--- config.mk ---
export PLATFORM = sky130hd
export DESIGN_NAME = usb_cmd_sequencer
export DESIGN_NICKNAME = d
export VERILOG_FILES = /design/src/rtl/usb_cmd_sequencer.sv
export SDC_FILE = /design/constraint.sdc
export NUM_CORES = 1
export LEC_CHECK = 0
export ABC_AREA = 1
export BUFFER_PORTS_ARGS = -buffer_cell sky130_fd_sc_hd__buf_2
export CAP_MARGIN = 10
export CORE_MARGIN = 3
export CORE_UTILIZATION = 23
export CTS_BUF_LIST = sky130_fd_sc_hd__clkbuf_4 sky130_fd_sc_hd__clkbuf_8 sky130_fd_sc_hd__clkbuf_16
export CTS_CLUSTER_DIAMETER = 50
export DETAILED_ROUTE_END_ITERATION = 7
export PLACE_DENSITY = 0.37
export SLEW_MARGIN = 0
export SYNTH_ARGS = -nofsm -noshare
export SYNTH_HDL_FRONTEND = slang
export SYNTH_SLANG_ARGS = --single-unit
--- constraint.sdc ---
create_clock -name clk_i -period 2.1 [get_ports clk_i]
set_clock_uncertainty 0.05 [all_clocks]
set_input_delay 0.21 -clock clk_i [delete_from_list [all_inputs] [get_ports clk_i]]
set_output_delay 0.21 -clock clk_i [all_outputs]
set_load 0.02 [all_outputs]
--- src/rtl/usb_cmd_sequencer.sv ---
// Command sequencer: fetches 5-byte frames from the FT232H bridge RX FIFO, executes config
// register writes/reads and returns a 5-byte reply through the bridge slave, polling TX status.
module usb_cmd_sequencer #(
    parameter int unsigned READ_LATENCY   = 3,
    parameter int unsigned TIMEOUT_CYCLES = 65535
) (
    input  logic       clk_i,
    input  logic       reset_n_i,
    output logic       rx_rdreq_o,
    input  logic [7:0] rx_rddata_i,
    input  logic [8:0] rx_rdusedw_i,
    output logic [3:0] av_address_o,
    output logic       av_read_o,
    input  logic [7:0] av_readdata_i,
    output logic       av_write_o,
    output logic [7:0] av_writedata_o,
    output logic [7:0] cfg_addr_o,
    output logic       cfg_wr_o,
    output logic [7:0] cfg_wdata_o,
    output logic       cfg_rd_o,
    input  logic [7:0] cfg_rdata_i,
    output logic       busy_o,
    output logic [7:0] err_count_o
);

    localparam int unsigned LatW = (READ_LATENCY > 1) ? $clog2(READ_LATENCY + 1) : 1;
    localparam int unsigned ToW  = $clog2(TIMEOUT_CYCLES + 1);
    localparam logic [LatW-1:0] LatLast = LatW'(READ_LATENCY);
    localparam logic [ToW-1:0]  ToLast  = ToW'(TIMEOUT_CYCLES - 1);

    typedef enum logic [3:0] {
        StHunt, StOpc, StAdr, StDat, StChk, StExec, StRdReg, StPoll, StPush
    } state_e;

    typedef enum logic [1:0] {FIdle, FReq, FCap, FGap} fetch_e;

    state_e          state_q, state_d;
    fetch_e          fph_q, fph_d;
    logic [7:0]      opc_q, opc_d, adr_q, adr_d, dat_q, dat_d;
    logic [7:0]      status_q, status_d, rep_data_q, rep_data_d;
    logic [2:0]      idx_q, idx_d;
    logic [LatW-1:0] lat_q, lat_d;
    logic [ToW-1:0]  to_q, to_d;
    logic [7:0]      err_q, err_d;
    logic            rdreq_q, rdreq_d, av_read_q, av_read_d, av_write_q, av_write_d;
    logic [3:0]      av_addr_q, av_addr_d;
    logic [7:0]      av_wdata_q, av_wdata_d;
    logic [7:0]      cfg_addr_q, cfg_addr_d, cfg_wdata_q, cfg_wdata_d;
    logic            cfg_wr_q, cfg_wr_d, cfg_rd_q, cfg_rd_d;
    logic            busy_q, busy_d;

    logic       capture, fetch_st, frame_st, err_inc, start_poll;
    logic [7:0] reply_byte;

    always_comb begin
        reply_byte = status_q ^ adr_q ^ rep_data_q;
        case (idx_q)
            3'd0:    reply_byte = 8'hAA;
            3'd1:    reply_byte = status_q;
            3'd2:    reply_byte = adr_q;
            3'd3:    reply_byte = rep_data_q;
            default: reply_byte = status_q ^ adr_q ^ rep_data_q;
        endcase
    end

    always_comb begin
        state_d     = state_q;
        fph_d       = fph_q;
        opc_d       = opc_q;
        adr_d       = adr_q;
        dat_d       = dat_q;
        status_d    = status_q;
        rep_data_d  = rep_data_q;
        idx_d       = idx_q;
        lat_d       = lat_q;
        to_d        = to_q;
        err_d       = err_q;
        rdreq_d     = 1'b0;
        av_read_d   = 1'b0;
        av_write_d  = 1'b0;
        av_addr_d   = av_addr_q;
        av_wdata_d  = av_wdata_q;
        cfg_addr_d  = cfg_addr_q;
        cfg_wdata_d = cfg_wdata_q;
        cfg_wr_d    = 1'b0;
        cfg_rd_d    = 1'b0;
        err_inc     = 1'b0;
        start_poll  = 1'b0;

        capture  = (fph_q == FCap);
        frame_st = (state_q == StOpc) || (state_q == StAdr) ||
                   (state_q == StDat) || (state_q == StChk);
        fetch_st = frame_st || (state_q == StHunt);

        // Request, capture, gap: at most one byte every three cycles.
        case (fph_q)
            FReq:    fph_d = FCap;
            FCap:    fph_d = FGap;
            default: begin
                if (fetch_st && (rx_rdusedw_i != 9'd0)) begin
                    rdreq_d = 1'b1;
                    fph_d   = FReq;
                end else begin
                    fph_d = FIdle;
                end
            end
        endcase

        case (state_q)
            StHunt: if (capture && (rx_rddata_i == 8'h55)) state_d = StOpc;
            StOpc: if (capture) begin
                opc_d   = rx_rddata_i;
                state_d = StAdr;
            end
            StAdr: if (capture) begin
                adr_d   = rx_rddata_i;
                state_d = StDat;
            end
            StDat: if (capture) begin
                dat_d   = rx_rddata_i;
                state_d = StChk;
            end
            StChk: if (capture) begin
                rep_data_d = dat_q;
                state_d    = StExec;
                if ((opc_q ^ adr_q ^ dat_q) != rx_rddata_i) begin
                    status_d = 8'h01;
                    err_inc  = 1'b1;
                end else if (opc_q == 8'h01) begin
                    status_d    = 8'h00;
                    cfg_wr_d    = 1'b1;
                    cfg_addr_d  = adr_q;
                    cfg_wdata_d = dat_q;
                end else if (opc_q == 8'h02) begin
                    status_d   = 8'h00;
                    cfg_rd_d   = 1'b1;
                    cfg_addr_d = adr_q;
                end else begin
                    status_d = 8'h02;
                    err_inc  = 1'b1;
                end
            end
            StExec: begin
                idx_d = 3'd0;
                if (cfg_rd_q) state_d = StRdReg;
                else          start_poll = 1'b1;
            end
            StRdReg: begin
                rep_data_d = cfg_rdata_i;
                start_poll = 1'b1;
            end
            StPoll: begin
                if (lat_q == LatLast) begin
                    if (av_readdata_i[7]) begin
                        av_write_d = 1'b1;
                        av_addr_d  = 4'd0;
                        av_wdata_d = reply_byte;
                        state_d    = StPush;
                    end else begin
                        start_poll = 1'b1;
                    end
                end else begin
                    lat_d = lat_q + 1'b1;
                end
            end
            StPush: begin
                if (idx_q == 3'd4) begin
                    idx_d   = 3'd0;
                    state_d = StHunt;
                end else begin
                    idx_d      = idx_q + 3'd1;
                    start_poll = 1'b1;
                end
            end
            default: state_d = StHunt;
        endcase

        if (start_poll) begin
            av_read_d = 1'b1;
            av_addr_d = 4'd3;
            lat_d     = '0;
            state_d   = StPoll;
        end

        // Inter-byte idle watchdog; a captured byte never coincides with an abort.
        if (!frame_st || capture) begin
            to_d = '0;
        end else if (to_q == ToLast) begin
            to_d    = '0;
            err_inc = 1'b1;
            state_d = StHunt;
        end else begin
            to_d = to_q + 1'b1;
        end

        if (err_inc && (err_q != 8'hFF)) err_d = err_q + 8'd1;
        busy_d = (state_d != StHunt);
    end

    always_ff @(posedge clk_i or negedge reset_n_i) begin
        if (!reset_n_i) begin
            state_q     <= StHunt;
            fph_q       <= FIdle;
            opc_q       <= 8'h00;
            adr_q       <= 8'h00;
            dat_q       <= 8'h00;
            status_q    <= 8'h00;
            rep_data_q  <= 8'h00;
            idx_q       <= 3'd0;
            lat_q       <= '0;
            to_q        <= '0;
            err_q       <= 8'h00;
            rdreq_q     <= 1'b0;
            av_read_q   <= 1'b0;
            av_write_q  <= 1'b0;
            av_addr_q   <= 4'd0;
            av_wdata_q  <= 8'h00;
            cfg_addr_q  <= 8'h00;
            cfg_wdata_q <= 8'h00;
            cfg_wr_q    <= 1'b0;
            cfg_rd_q    <= 1'b0;
            busy_q      <= 1'b0;
        end else begin
            state_q     <= state_d;
            fph_q       <= fph_d;
            opc_q       <= opc_d;
            adr_q       <= adr_d;
            dat_q       <= dat_d;
            status_q    <= status_d;
            rep_data_q  <= rep_data_d;
            idx_q       <= idx_d;
            lat_q       <= lat_d;
            to_q        <= to_d;
            err_q       <= err_d;
            rdreq_q     <= rdreq_d;
            av_read_q   <= av_read_d;
            av_write_q  <= av_write_d;
            av_addr_q   <= av_addr_d;
            av_wdata_q  <= av_wdata_d;
            cfg_addr_q  <= cfg_addr_d;
            cfg_wdata_q <= cfg_wdata_d;
            cfg_wr_q    <= cfg_wr_d;
            cfg_rd_q    <= cfg_rd_d;
            busy_q      <= busy_d;
        end
    end

    assign rx_rdreq_o     = rdreq_q;
    assign av_address_o   = av_addr_q;
    assign av_read_o      = av_read_q;
    assign av_write_o     = av_write_q;
    assign av_writedata_o = av_wdata_q;
    assign cfg_addr_o     = cfg_addr_q;
    assign cfg_wr_o       = cfg_wr_q;
    assign cfg_wdata_o    = cfg_wdata_q;
    assign cfg_rd_o       = cfg_rd_q;
    assign busy_o         = busy_q;
    assign err_count_o    = err_q;

endmodule

==> impl_metrics.xml <==
<?xml version="1.0" encoding="UTF-8"?>
<metrics>
  <group name="worst_setup_path">
    <metric name="endpoint_kind" unit="">flip-flop</metric>
    <metric name="worst-path-max-fanout" unit="">9</metric>
    <metric name="cp.required" unit="ns">2.34</metric>
    <metric name="r2r_cells" unit="">7</metric>
    <metric name="worstSetupStartpointType" unit="">flip-flop</metric>
    <metric name="path_class" unit="">reg -&gt; reg</metric>
    <metric name="worst-endpoint-arrival" unit="ns">2.17</metric>
  </group>
  <group name="power">
    <metric name="seqPwrFrac" unit="%">39.4</metric>
    <metric name="vdd.ir_drop.worst" unit="V">0.000345</metric>
    <metric name="cellInternalPower" unit="uW">4310</metric>
    <metric name="switching_share" unit="%">42.3</metric>
    <metric name="clk_network_pwr_share" unit="%">22.3</metric>
    <metric name="switching_pwr" unit="uW">3160</metric>
    <metric name="fraction_of_power_consumed_by_combinational_cells" unit="%">38.3</metric>
    <metric name="powerDensity" unit="nW/um2">1180</metric>
    <metric name="leak_pwr" unit="uW">0.00317</metric>
  </group>
  <group name="synth">
    <metric name="synth_enable_flop_cells" unit="">0</metric>
    <metric name="ys.warnings.count" unit="">0</metric>
    <metric name="yosysUniqueCellTypes" unit="">42</metric>
    <metric name="ys.flop_type" unit="">sky130_fd_sc_hd__dfrtp_1</metric>
    <metric name="synth.area.top_cells" unit="">sky130_fd_sc_hd__dfrtp_1 (47%), sky130_fd_sc_hd__nand2_1 (11%), sky130_fd_sc_hd__inv_1 (6.0%)</metric>
    <metric name="yosysSeqAreaShare" unit="%">47.3</metric>
    <metric name="syn_avg_cell_area" unit="um2">8.09</metric>
    <metric name="synth_seq_cells" unit="">100</metric>
    <metric name="syn_inst" unit="">654</metric>
    <metric name="syn-cell-area" unit="um2">5290</metric>
    <metric name="postSynth.asyncResetShare" unit="%">100</metric>
    <metric name="synth_top_cell_by_area" unit="">sky130_fd_sc_hd__dfrtp_1</metric>
    <metric name="synth_top_cell_area_share" unit="%">47.3</metric>
  </group>
  <group name="final_layout">
    <metric name="fin_cells" unit="">1018</metric>
    <metric name="num-nets-final" unit="">778</metric>
    <metric name="share_of_cells_above_drive_strength_1" unit="%">19.6</metric>
    <metric name="area_growth" unit="%">19.6</metric>
    <metric name="postLayoutCellArea" unit="um2">6330</metric>
    <metric name="diodes" unit="">0</metric>
    <metric name="fillerInstances" unit="">2363</metric>
  </group>
  <group name="die">
    <metric name="initial_core_util" unit="%">23.8</metric>
    <metric name="fp.dieH" unit="um">158</metric>
    <metric name="rows" unit="">54</metric>
    <metric name="floorplan.core_area" unit="um2">22200</metric>
    <metric name="pin_count" unit="">77</metric>
    <metric name="die_x" unit="um">158</metric>
    <metric name="die_area" unit="um2">24900</metric>
  </group>
  <group name="clocking">
    <metric name="numCtsBuffers" unit="">9</metric>
    <metric name="clock_path_buffers" unit="">2</metric>
    <metric name="htree_levels" unit="">3</metric>
    <metric name="cts_sinks" unit="">100</metric>
    <metric name="cts.clk_slew.worst_paths" unit="ns">0.07</metric>
    <metric name="worstSkewPairLatency" unit="ns">0.35</metric>
    <metric name="clock_tree_from_tritoncts" unit="">built</metric>
    <metric name="root_buffer_master" unit="">sky130_fd_sc_hd__clkbuf_16</metric>
  </group>
  <group name="placed_design">
    <metric name="hpwl_after_detailed_placement" unit="um">10700</metric>
    <metric name="number_of_placed_instances_with_taps_included" unit="">1000</metric>
    <metric name="place_congestion" unit="">0.853</metric>
    <metric name="dpl_cell_area" unit="um2">6000</metric>
    <metric name="number_of_buffers_added_on_ports" unit="">67</metric>
  </group>
  <group name="detailed_routing">
    <metric name="drt-vias-per-instance" unit="">4.32</metric>
    <metric name="drt_pre_antenna_iters" unit="">5</metric>
    <metric name="routed-via-count" unit="">4397</metric>
    <metric name="postRouteAntennaNets" unit="">0</metric>
    <metric name="drt-initial-drc-count" unit="">242</metric>
    <metric name="route.detailed.drc" unit="">0</metric>
    <metric name="routed_wirelength" unit="um">14200</metric>
    <metric name="wire_per_inst" unit="um">14.0</metric>
  </group>
  <group name="min_path">
    <metric name="hold_path_class" unit="">in -&gt; reg</metric>
    <metric name="whs_path_depth" unit="">3</metric>
  </group>
  <group name="sta">
    <metric name="fmax" unit="GHz">0.518</metric>
    <metric name="rsz0062_at_grt" unit="">no</metric>
    <metric name="timing.final.max_slew_violations" unit="">0</metric>
    <metric name="max_slew_margin" unit="%">59.4</metric>
    <metric name="fin_crit_sh" unit="%">92.0</metric>
    <metric name="setup_tns" unit="ns">0</metric>
    <metric name="final-hold-violation-count" unit="">0</metric>
    <metric name="fin_crit" unit="ns">1.93</metric>
    <metric name="worstMarginPinSlew" unit="ns">0.610</metric>
    <metric name="report.final.setup_viol" unit="">0</metric>
  </group>
  <group name="global_routing">
    <metric name="globalRouteTotalUtil" unit="%">11.9</metric>
    <metric name="grt_max_degree" unit="">101</metric>
    <metric name="number_of_global_route_vias_before_repair" unit="">4379</metric>
    <metric name="grt_pass1_wl" unit="um">23200</metric>
    <metric name="grt_total_ovfl" unit="">0</metric>
    <metric name="initial_antenna_violation_count" unit="">0</metric>
  </group>
  <group name="flow_run">
    <metric name="cap_viol_max_count" unit="">0</metric>
  </group>
  <group name="outcome">
    <metric name="outcome" unit="">completed</metric>
  </group>
</metrics>
-- kinds of logic (layout without fill, tap and decap cells) --
family | count (synthesis) | count (layout) | share of synthesized area (%)
fa+ha+maj | 10 | 10 | 2.37
flops | 100 | 100 | 47.3
xor+xnor | 26 | 26 | 4.30
other cells | 1 | 2 | 0.0709
compound gates | 106 | 106 | 11.8
buf+inv | 119 | 202 | 9.20
mux | 1 | 1 | 0.213
simple gates | 291 | 291 | 24.8
-- power by group through the flow --
stage          combinational [uW]  sequential (uW)  clock [uW]
4_1_cts                      2890             2940        1740
3_3_place_gp                 2840             2970           0
2_1_floorplan                2100             2880           0
5_1_grt                      3280             3020        1800
3_5_place_dp                 2870             2980           0
6_report                     2860             2940        1660
-- sequential cells by signal (all words and copies together), names as in the netlist --
register and count:
err_count_o 8, adr_q 8, status_q 2, dat_q 8, fph_q 2, idx_q 3
av_address_o 1, cfg_addr_o 8, cfg_wr_o 1, busy_o 1, opc_q 8, to_q 16
rep_data_q 8, av_read_o 1, av_write_o 1, cfg_wdata_o 8, state_q 4, lat_q 2
cfg_rd_o 1, av_writedata_o 8, rx_rdreq_o 1
-- cells in the mapped netlist (all sizes together) (8+ instances only) --
cell	instances
o21ai	58
buf	12
nor3	15
ha	10
xnor2	11
nand3	33
a21oi	18
nor2	63
o22ai	8
dfrtp	100
xor2	15
inv	102
nand2	168
-- critical path, cell delays in order, from the launching register on --
cell and delay (ns):
sky130_fd_sc_hd__dfrtp_1 0.43, sky130_fd_sc_hd__ha_1 0.21, sky130_fd_sc_hd__nand3_1 0.13, sky130_fd_sc_hd__nor3_1 0.28, sky130_fd_sc_hd__nand3_1 0.39, sky130_fd_sc_hd__nand2_4 0.25, sky130_fd_sc_hd__nand2_1 0.08, sky130_fd_sc_hd__nand2_1 0.06
-- per-layer routing --
metal | track usage (%) | up-vias | part of all wire [%]
li1 | - | 2245 | -
met1 | 16.6 | 2057 | 50
met2 | 18.7 | 82 | 45
met3 | 2.00 | 13 | 3.6
met4 | 4.34 | 0 | 1.5
met5 | 0 | - | 0
-- repair_timing --
action                                 4_1_cts  5_1_grt
resized for setup                            0        3
setup endpoints to repair                    0       23
setup buffers                                0        1
endpoints found under the hold margin      100        0
hold buffers                                 1        0
-- per-stage QoR --
stage	worst slack [ns]	hold slack (ns)	total power, uW	util, %
2_1_floorplan	0.354	-0.136	4980	-
3_3_place_gp	0.107	0.285	5810	27.0
3_5_place_dp	0.0744	0.291	5850	27.0
4_1_cts	0.0528	0.0153	7560	28.3
5_1_grt	0.00380	0.0344	8110	28.5
6_report	0.169	0.0276	7470	28.5
-- path summary, 6_finish.rpt --
check | start | endpoint | slack [ns]
setup / recovery | err_count_o[0]$_DFFE_PN0P_ | err_count_o[7]$_DFFE_PN0P_ | 0.17
hold / removal | cfg_rdata_i[6] | rep_data_q[6]$_DFFE_PN0P_ | 0.03
setup reg to reg | err_count_o[0]$_DFFE_PN0P_ | err_count_o[7]$_DFFE_PN0P_ | 0.17
hold reg to reg | cfg_addr_o[0]$_DFFE_PN0P_ | cfg_addr_o[0]$_DFFE_PN0P_ | 0.43
max in group asynchronous | reset_n_i | err_count_o[6]$_DFFE_PN0P_ | 1.13
min in group asynchronous | reset_n_i | cfg_wdata_o[4]$_DFFE_PN0P_ | 0.36
-- area by class of cell --
cell class | instances | area [um2] | area share, %
inverters | 103 | 387 | 6.11
well taps | 280 | 350 | 5.54
repair buffers | 83 | 485 | 7.67
flip-flops and latches | 100 | 2500 | 39.5
clock buffers | 13 | 262 | 4.13
multi-input cells | 436 | 2320 | 36.6
clock inverters | 3 | 22.5 | 0.356
-- cell usage in the layout, fill, tap and decap left out, types with 7 or more instances in the layout --
cell type / count
sky130_fd_sc_hd__a21oi_1: 18
sky130_fd_sc_hd__a31oi_1: 7
sky130_fd_sc_hd__buf_2: 66
sky130_fd_sc_hd__buf_4: 14
sky130_fd_sc_hd__clkbuf_16: 9
sky130_fd_sc_hd__dfrtp_1: 100
sky130_fd_sc_hd__ha_1: 10
sky130_fd_sc_hd__inv_1: 85
sky130_fd_sc_hd__inv_2: 17
sky130_fd_sc_hd__nand2_1: 160
sky130_fd_sc_hd__nand3_1: 33
sky130_fd_sc_hd__nor2_1: 54
sky130_fd_sc_hd__nor3_1: 11
sky130_fd_sc_hd__o21ai_0: 40
sky130_fd_sc_hd__o21ai_1: 12
sky130_fd_sc_hd__o22ai_1: 8
sky130_fd_sc_hd__xnor2_1: 11
sky130_fd_sc_hd__xor2_1: 15
Note: power is estimated with default switching activity, not from simulation.
